$ cat src/rtl/uart_rx_8n1_if.sv
// Receive-side link between the 8N1 UART receiver and its consumer.
// The receiver owns the master modport; the consumer or line driver holds slave.
interface uart_rx_8n1_if;
    logic       rx;
    logic [7:0] rx_data;
    logic       rx_valid;
    logic       frame_err;
    logic       rx_busy;

    modport master (
        input  rx,
        output rx_data,
        output rx_valid,
        output frame_err,
        output rx_busy
    );

    modport slave (
        output rx,
        input  rx_data,
        input  rx_valid,
        input  frame_err,
        input  rx_busy
    );
endinterface

$ cat src/rtl/uart_rx_8n1.sv
// 8N1 UART receiver: synchronises rx, samples each bit at mid-bit, strobes good
// bytes on rx_valid and bad stop bits on frame_err.
module uart_rx_8n1 #(
    parameter int CLK_FREQ  = 12000000,
    parameter int BAUD_RATE = 9600
) (
    input  logic          clk,
    input  logic          rst_n,
    uart_rx_8n1_if.master bus
);

    localparam int          CLKS_PER_BIT = CLK_FREQ / BAUD_RATE;
    localparam int          HALF_BIT     = CLKS_PER_BIT / 2;
    localparam logic [15:0] BIT_LAST     = 16'(CLKS_PER_BIT - 1);
    localparam logic [15:0] HALF_LAST    = 16'(HALF_BIT - 1);

    typedef enum logic [2:0] {
        IDLE,
        START,
        DATA,
        STOP,
        BREAK
    } state_t;

    state_t      state, state_n;
    logic        rx_meta, rx_s;
    logic [15:0] clk_count, clk_count_n;
    logic [2:0]  bit_index, bit_index_n;
    logic [7:0]  shift, shift_n;
    logic [7:0]  rx_data, rx_data_n;
    logic        rx_valid, rx_valid_n;
    logic        frame_err, frame_err_n;
    logic        rx_busy;

    // Sync flops reset high so a released reset never looks like a start edge.
    always_ff @(posedge clk) begin
        if (!rst_n) begin
            rx_meta   <= 1'b1;
            rx_s      <= 1'b1;
            state     <= IDLE;
            clk_count <= '0;
            bit_index <= '0;
            shift     <= '0;
            rx_data   <= '0;
            rx_valid  <= 1'b0;
            frame_err <= 1'b0;
            rx_busy   <= 1'b0;
        end else begin
            rx_meta   <= bus.rx;
            rx_s      <= rx_meta;
            state     <= state_n;
            clk_count <= clk_count_n;
            bit_index <= bit_index_n;
            shift     <= shift_n;
            rx_data   <= rx_data_n;
            rx_valid  <= rx_valid_n;
            frame_err <= frame_err_n;
            rx_busy   <= (state_n != IDLE);
        end
    end

    always_comb begin
        state_n     = state;
        clk_count_n = clk_count;
        bit_index_n = bit_index;
        shift_n     = shift;
        rx_data_n   = rx_data;
        rx_valid_n  = 1'b0;
        frame_err_n = 1'b0;

        unique case (state)
            IDLE: begin
                if (!rx_s) begin
                    state_n     = START;
                    clk_count_n = '0;
                end
            end
            // A start bit still low at its midpoint is real; otherwise a glitch.
            START: begin
                if (clk_count == HALF_LAST) begin
                    clk_count_n = '0;
                    if (!rx_s) begin
                        state_n     = DATA;
                        bit_index_n = '0;
                    end else begin
                        state_n = IDLE;
                    end
                end else begin
                    clk_count_n = clk_count + 16'd1;
                end
            end
            DATA: begin
                if (clk_count == BIT_LAST) begin
                    clk_count_n        = '0;
                    shift_n[bit_index] = rx_s;
                    if (bit_index == 3'd7) begin
                        state_n = STOP;
                    end else begin
                        bit_index_n = bit_index + 3'd1;
                    end
                end else begin
                    clk_count_n = clk_count + 16'd1;
                end
            end
            // Leaving at mid-stop lets a back-to-back start edge be caught.
            STOP: begin
                if (clk_count == BIT_LAST) begin
                    clk_count_n = '0;
                    if (rx_s) begin
                        rx_data_n  = shift;
                        rx_valid_n = 1'b1;
                        state_n    = IDLE;
                    end else begin
                        frame_err_n = 1'b1;
                        state_n     = BREAK;
                    end
                end else begin
                    clk_count_n = clk_count + 16'd1;
                end
            end
            BREAK: begin
                if (rx_s) begin
                    state_n = IDLE;
                end
            end
            default: begin
                state_n = IDLE;
            end
        endcase
    end

    assign bus.rx_data   = rx_data;
    assign bus.rx_valid  = rx_valid;
    assign bus.frame_err = frame_err;
    assign bus.rx_busy   = rx_busy;

endmodule

$ cat src/flat_wrapper.sv
// flat-port wrapper written by rule: the top's interface ports become plain ports
module uart_rx_8n1_flat 
#(
    parameter int CLK_FREQ  = 12000000,
    parameter int BAUD_RATE = 9600
)
  (clk, rst_n, bus_rx, bus_rx_data, bus_rx_valid, bus_frame_err, bus_rx_busy);
  uart_rx_8n1_if bus_i ();
  input  logic clk;
  input  logic rst_n;
  input wire logic [$bits(bus_i.rx)-1:0] bus_rx;
  output wire logic [$bits(bus_i.rx_data)-1:0] bus_rx_data;
  output wire logic [$bits(bus_i.rx_valid)-1:0] bus_rx_valid;
  output wire logic [$bits(bus_i.frame_err)-1:0] bus_frame_err;
  output wire logic [$bits(bus_i.rx_busy)-1:0] bus_rx_busy;
  assign bus_i.rx = bus_rx;
  assign bus_rx_data = bus_i.rx_data;
  assign bus_rx_valid = bus_i.rx_valid;
  assign bus_frame_err = bus_i.frame_err;
  assign bus_rx_busy = bus_i.rx_busy;
  uart_rx_8n1 #(.CLK_FREQ(CLK_FREQ), .BAUD_RATE(BAUD_RATE)) u_core (.clk(clk), .rst_n(rst_n), .bus(bus_i));
endmodule
$ cat config.mk
export PLATFORM = sky130hd
export DESIGN_NAME = uart_rx_8n1_flat
export DESIGN_NICKNAME = d
export VERILOG_FILES = /design/src/rtl/uart_rx_8n1_if.sv /design/src/rtl/uart_rx_8n1.sv /design/src/flat_wrapper.sv
export SDC_FILE = /design/constraint.sdc
export NUM_CORES = 1
export LEC_CHECK = 0
export CAP_MARGIN = 25
export CORE_MARGIN = 5
export CORE_UTILIZATION = 38
export DETAILED_ROUTE_END_ITERATION = 8
export GPL_TIMING_DRIVEN = 0
export PLACE_DENSITY = 0.64
export RECOVER_POWER = 50
export SLEW_MARGIN = 20
export SYNTH_ARGS = -nofsm -noshare
export SYNTH_HDL_FRONTEND = slang
export SYNTH_SLANG_ARGS = --single-unit
$ cat constraint.sdc
create_clock -name clk -period 3.5 [get_ports clk]
set_input_delay 0.525 -clock clk [delete_from_list [all_inputs] [get_ports clk]]
set_output_delay 0.525 -clock clk [all_outputs]
set_load 0.01 [all_outputs]
==> summary.md <==
| Metric | Value |
|---|---|
| Outcome | finished clean |
| Max incr delay on CP | 0.44 ns |
| Synthesized netlist cell count | 216 |
| Worst setup margin | 1.33 ns |
| Net Count, Synth | 224 |
| Worst Reg-to-Reg Cells | 7 |
| First-pass GRT wire length | 6490 microns |
| GP Congestion | 0.764 |
| # port buffers | 13 |
| Max cap viols | 0 |
| Share of cells above drive strength 1 | 0.0630 |
| Starting Density | 0.396 |
| CP Class | register to register |
| RSZ-0062 raised after global routing | no |
| Pins Over Slew Limit | 0 |
| Std-Cell Core Area | 4750 sq um |
| CP endpoint kind | register |
| Die H | 80.4 microns |
| CTS clk-pin slew, worst paths | 0.08 ns |
| Peak VDD IR | 0.177 mV |
| DP HPWL | 2640 microns |
| Nets | 245 |
| Highest Clock Rate | 461 MHz |
| Worst hold-check path type | register to register |
| Final Cycle Share | 0.620 |
| Total grt overflow | 0 |
| Final setup viols | 0 |
| Area delta synth->final | 15.9% |
| DRT Wirelength | 3680 microns |
| I/O pins | 14 |
| DIE WIDTH | 80.4 microns |
| Post-Route Setup TNS | 0 ns |
| Final Total Pwr | 0.842 mW |
| Initial antenna violation count | 0 |
| Residual DRC | 0 |
| Number of global-route vias before repair | 1451 |
| Commonest non-fill, non-tap cell in the layout | dfxtp_1 |
| CTS Sinks | 43 |
| Antenna diode count | 0 |
| Detail Route Antenna Nets | 0 |
| Worst-skew pair later-pin latency | 0.30 ns |
| Count of flip-flops with a built-in enable after synthesis | 0 |
| Number of synthesized register bits | 43 |
| Clock buffer count from CTS | 5 |
| Relative slew slack | 0.544 |
| Cell depth of the worst setup path | 7 |
| YS warnings | 0 |
| All-Layer GR Usage | 0.129 |
| Crit-path max FO | 10 |
| Seq/Total Area, Yosys | 0.457 |
| Initial DRC Count | 44 |
| Bufs and invs on worst path | 1 |
| H-tree depth | 2 |
| WP data arrival | 2.36 ns |
| CTS tree | done |
| Synthesized area | 1880 sq um |
| PD cells | 386 nW/um^2 |
| Post-synth top flop | dfxtp_1 |
| Post-CTS setup buffer count | 0 |
| Deepest clock path buffer count | 2 |
| Die Area | 6470 sq um |
| Leakage | 0.802 nW |
| Clock Tree Root | clkbuf_8 |
| Design area | 2180 sq um |
| Hold buffer count at CTS | 0 |
| Routed via count | 1522 |
| Hold Crit Depth | 1 |
| CTS resizes | 0 |
| Wire length per cell | 12.0 microns |
| Synth cell types | 35 |
| Least-Margin Pin Slew | 0.681 ns |
| CP Data Required Time | 3.69 ns |
| Mapped Avg Cell Area | 8.72 sq um |
| Min Tclk post-route | 2.17 ns |
| Via density per instance | 4.99 |
| DRT Pass-1 Iters | 4 |
| Fin util | 0.459 |
| Pre-CTS WS | 1.35 ns |
| Hold Fails Final Rpt | 0 |
| Largest net degree at the start of global routing | 15 |
| CP cell instances | ha_1 > nor4bb_1 > and4_1 > clkbuf_1 > nand3b_1 > a31oi_1 > or3_1 |
| Crit-path slowest cell | dfxtp_1 |
| Area of placed instances | 2100 sq um |
| Asr flop ratio synth | 0 |
| Cell Rows | 25 |
| Final Skew | 0.00618 ns |
| CP delay by family, top | simple AND/OR/NAND/NOR gates |
| Startpoint Class | register |
| Commonest cells after routing, fill and taps aside | dfxtp_1, nand3_1, nand2_1, nor2_1, dlygate4sd3_1 |
==> through the flow <==
stage / hold slack (ns) / instances
after global placement: 0.410 / 296
after CTS: 0.414 / 304
final: 0.410 / 305
after global routing: 0.436 / 305
after floorplan: 0.386 / 216
after detailed placement: 0.402 / 296
==> synth_stat cells (3+ instances only) <==
cell type	count	share of area
nand2b_1	6	0.020
dfxtp_1	43	0.46
ha_1	5	0.033
nand4_1	7	0.023
buf_2	3	0.0080
mux2i_1	7	0.037
xor2_1	10	0.046
clkbuf_1	5	0.010
nor3_1	5	0.013
and3_1	5	0.017
nor2_1	21	0.042
a21oi_1	8	0.021
o21ai_0	10	0.027
inv_1	4	0.0080
nand3_1	25	0.066
nand2_1	22	0.044
xnor2_1	4	0.019
==> layer usage <==
metal / wire length, microns / vias up / track usage
li1: - / 792 / -
met2: 1760 / 21 / 0.220
met3: 161 / 4 / 0.0516
met4: 29 / 0 / 0.0422
met5: 0 / - / 0
met1: 1720 / 705 / 0.146
==> final cells by class <==
| class | count | area, sq um |
|---|---|---|
| Tap cell | 67 | 83.8 |
| Clock inverter | 3 | 20.0 |
| Timing Repair Buffer | 14 | 135 |
| Clock buffer | 5 | 68.8 |
| Buffer | 10 | 45.0 |
| Sequential cell | 43 | 861 |
| Fill cell | 491 | 2570 |
| Inverter | 4 | 15.0 |
| Multi-Input combinational cell | 159 | 956 |
==> power breakdown <==
group	total, mW	internal (mW)	switching [mW]
clock	0.312	0.139	0.173
combinational	0.0349	0.0129	0.0220
sequential	0.495	0.492	0.00276
total	0.842	0.644	0.198
==> kinds of logic (layout without fill, tap and decap cells) <==
logic type,count (synthesis),in the layout,synth area share
flops,43,43,0.457
compound gates,26,26,0.0790
mux,7,7,0.0372
xor+xnor,14,14,0.0651
simple gates,107,107,0.293
buf+inv,14,36,0.0359
fa+ha+maj,5,5,0.0332
==> state kept, by name (all words and copies together), names as in the netlist <==
register and flops:
u_core.bus.rx_busy 1, u_core.bit_index 3, u_core.bus.rx_valid 1, u_core.state 3
u_core.rx_meta 1, u_core.bus.frame_err 1, u_core.bus.rx_data 8, u_core.shift 8
u_core.rx_s 1, u_core.clk_count 16
==> path summary, 6_finish.rpt <==
check                      startpoint  slack, ns                  to
setup / recovery  u_core.clk_count[0]       1.33  u_core.bus.rx_busy
hold / removal         u_core.rx_meta       0.41         u_core.rx_s
setup reg to reg  u_core.clk_count[0]       1.33  u_core.bus.rx_busy
hold reg to reg        u_core.rx_meta       0.41         u_core.rx_s
Note: power is estimated with default switching activity, not from simulation.
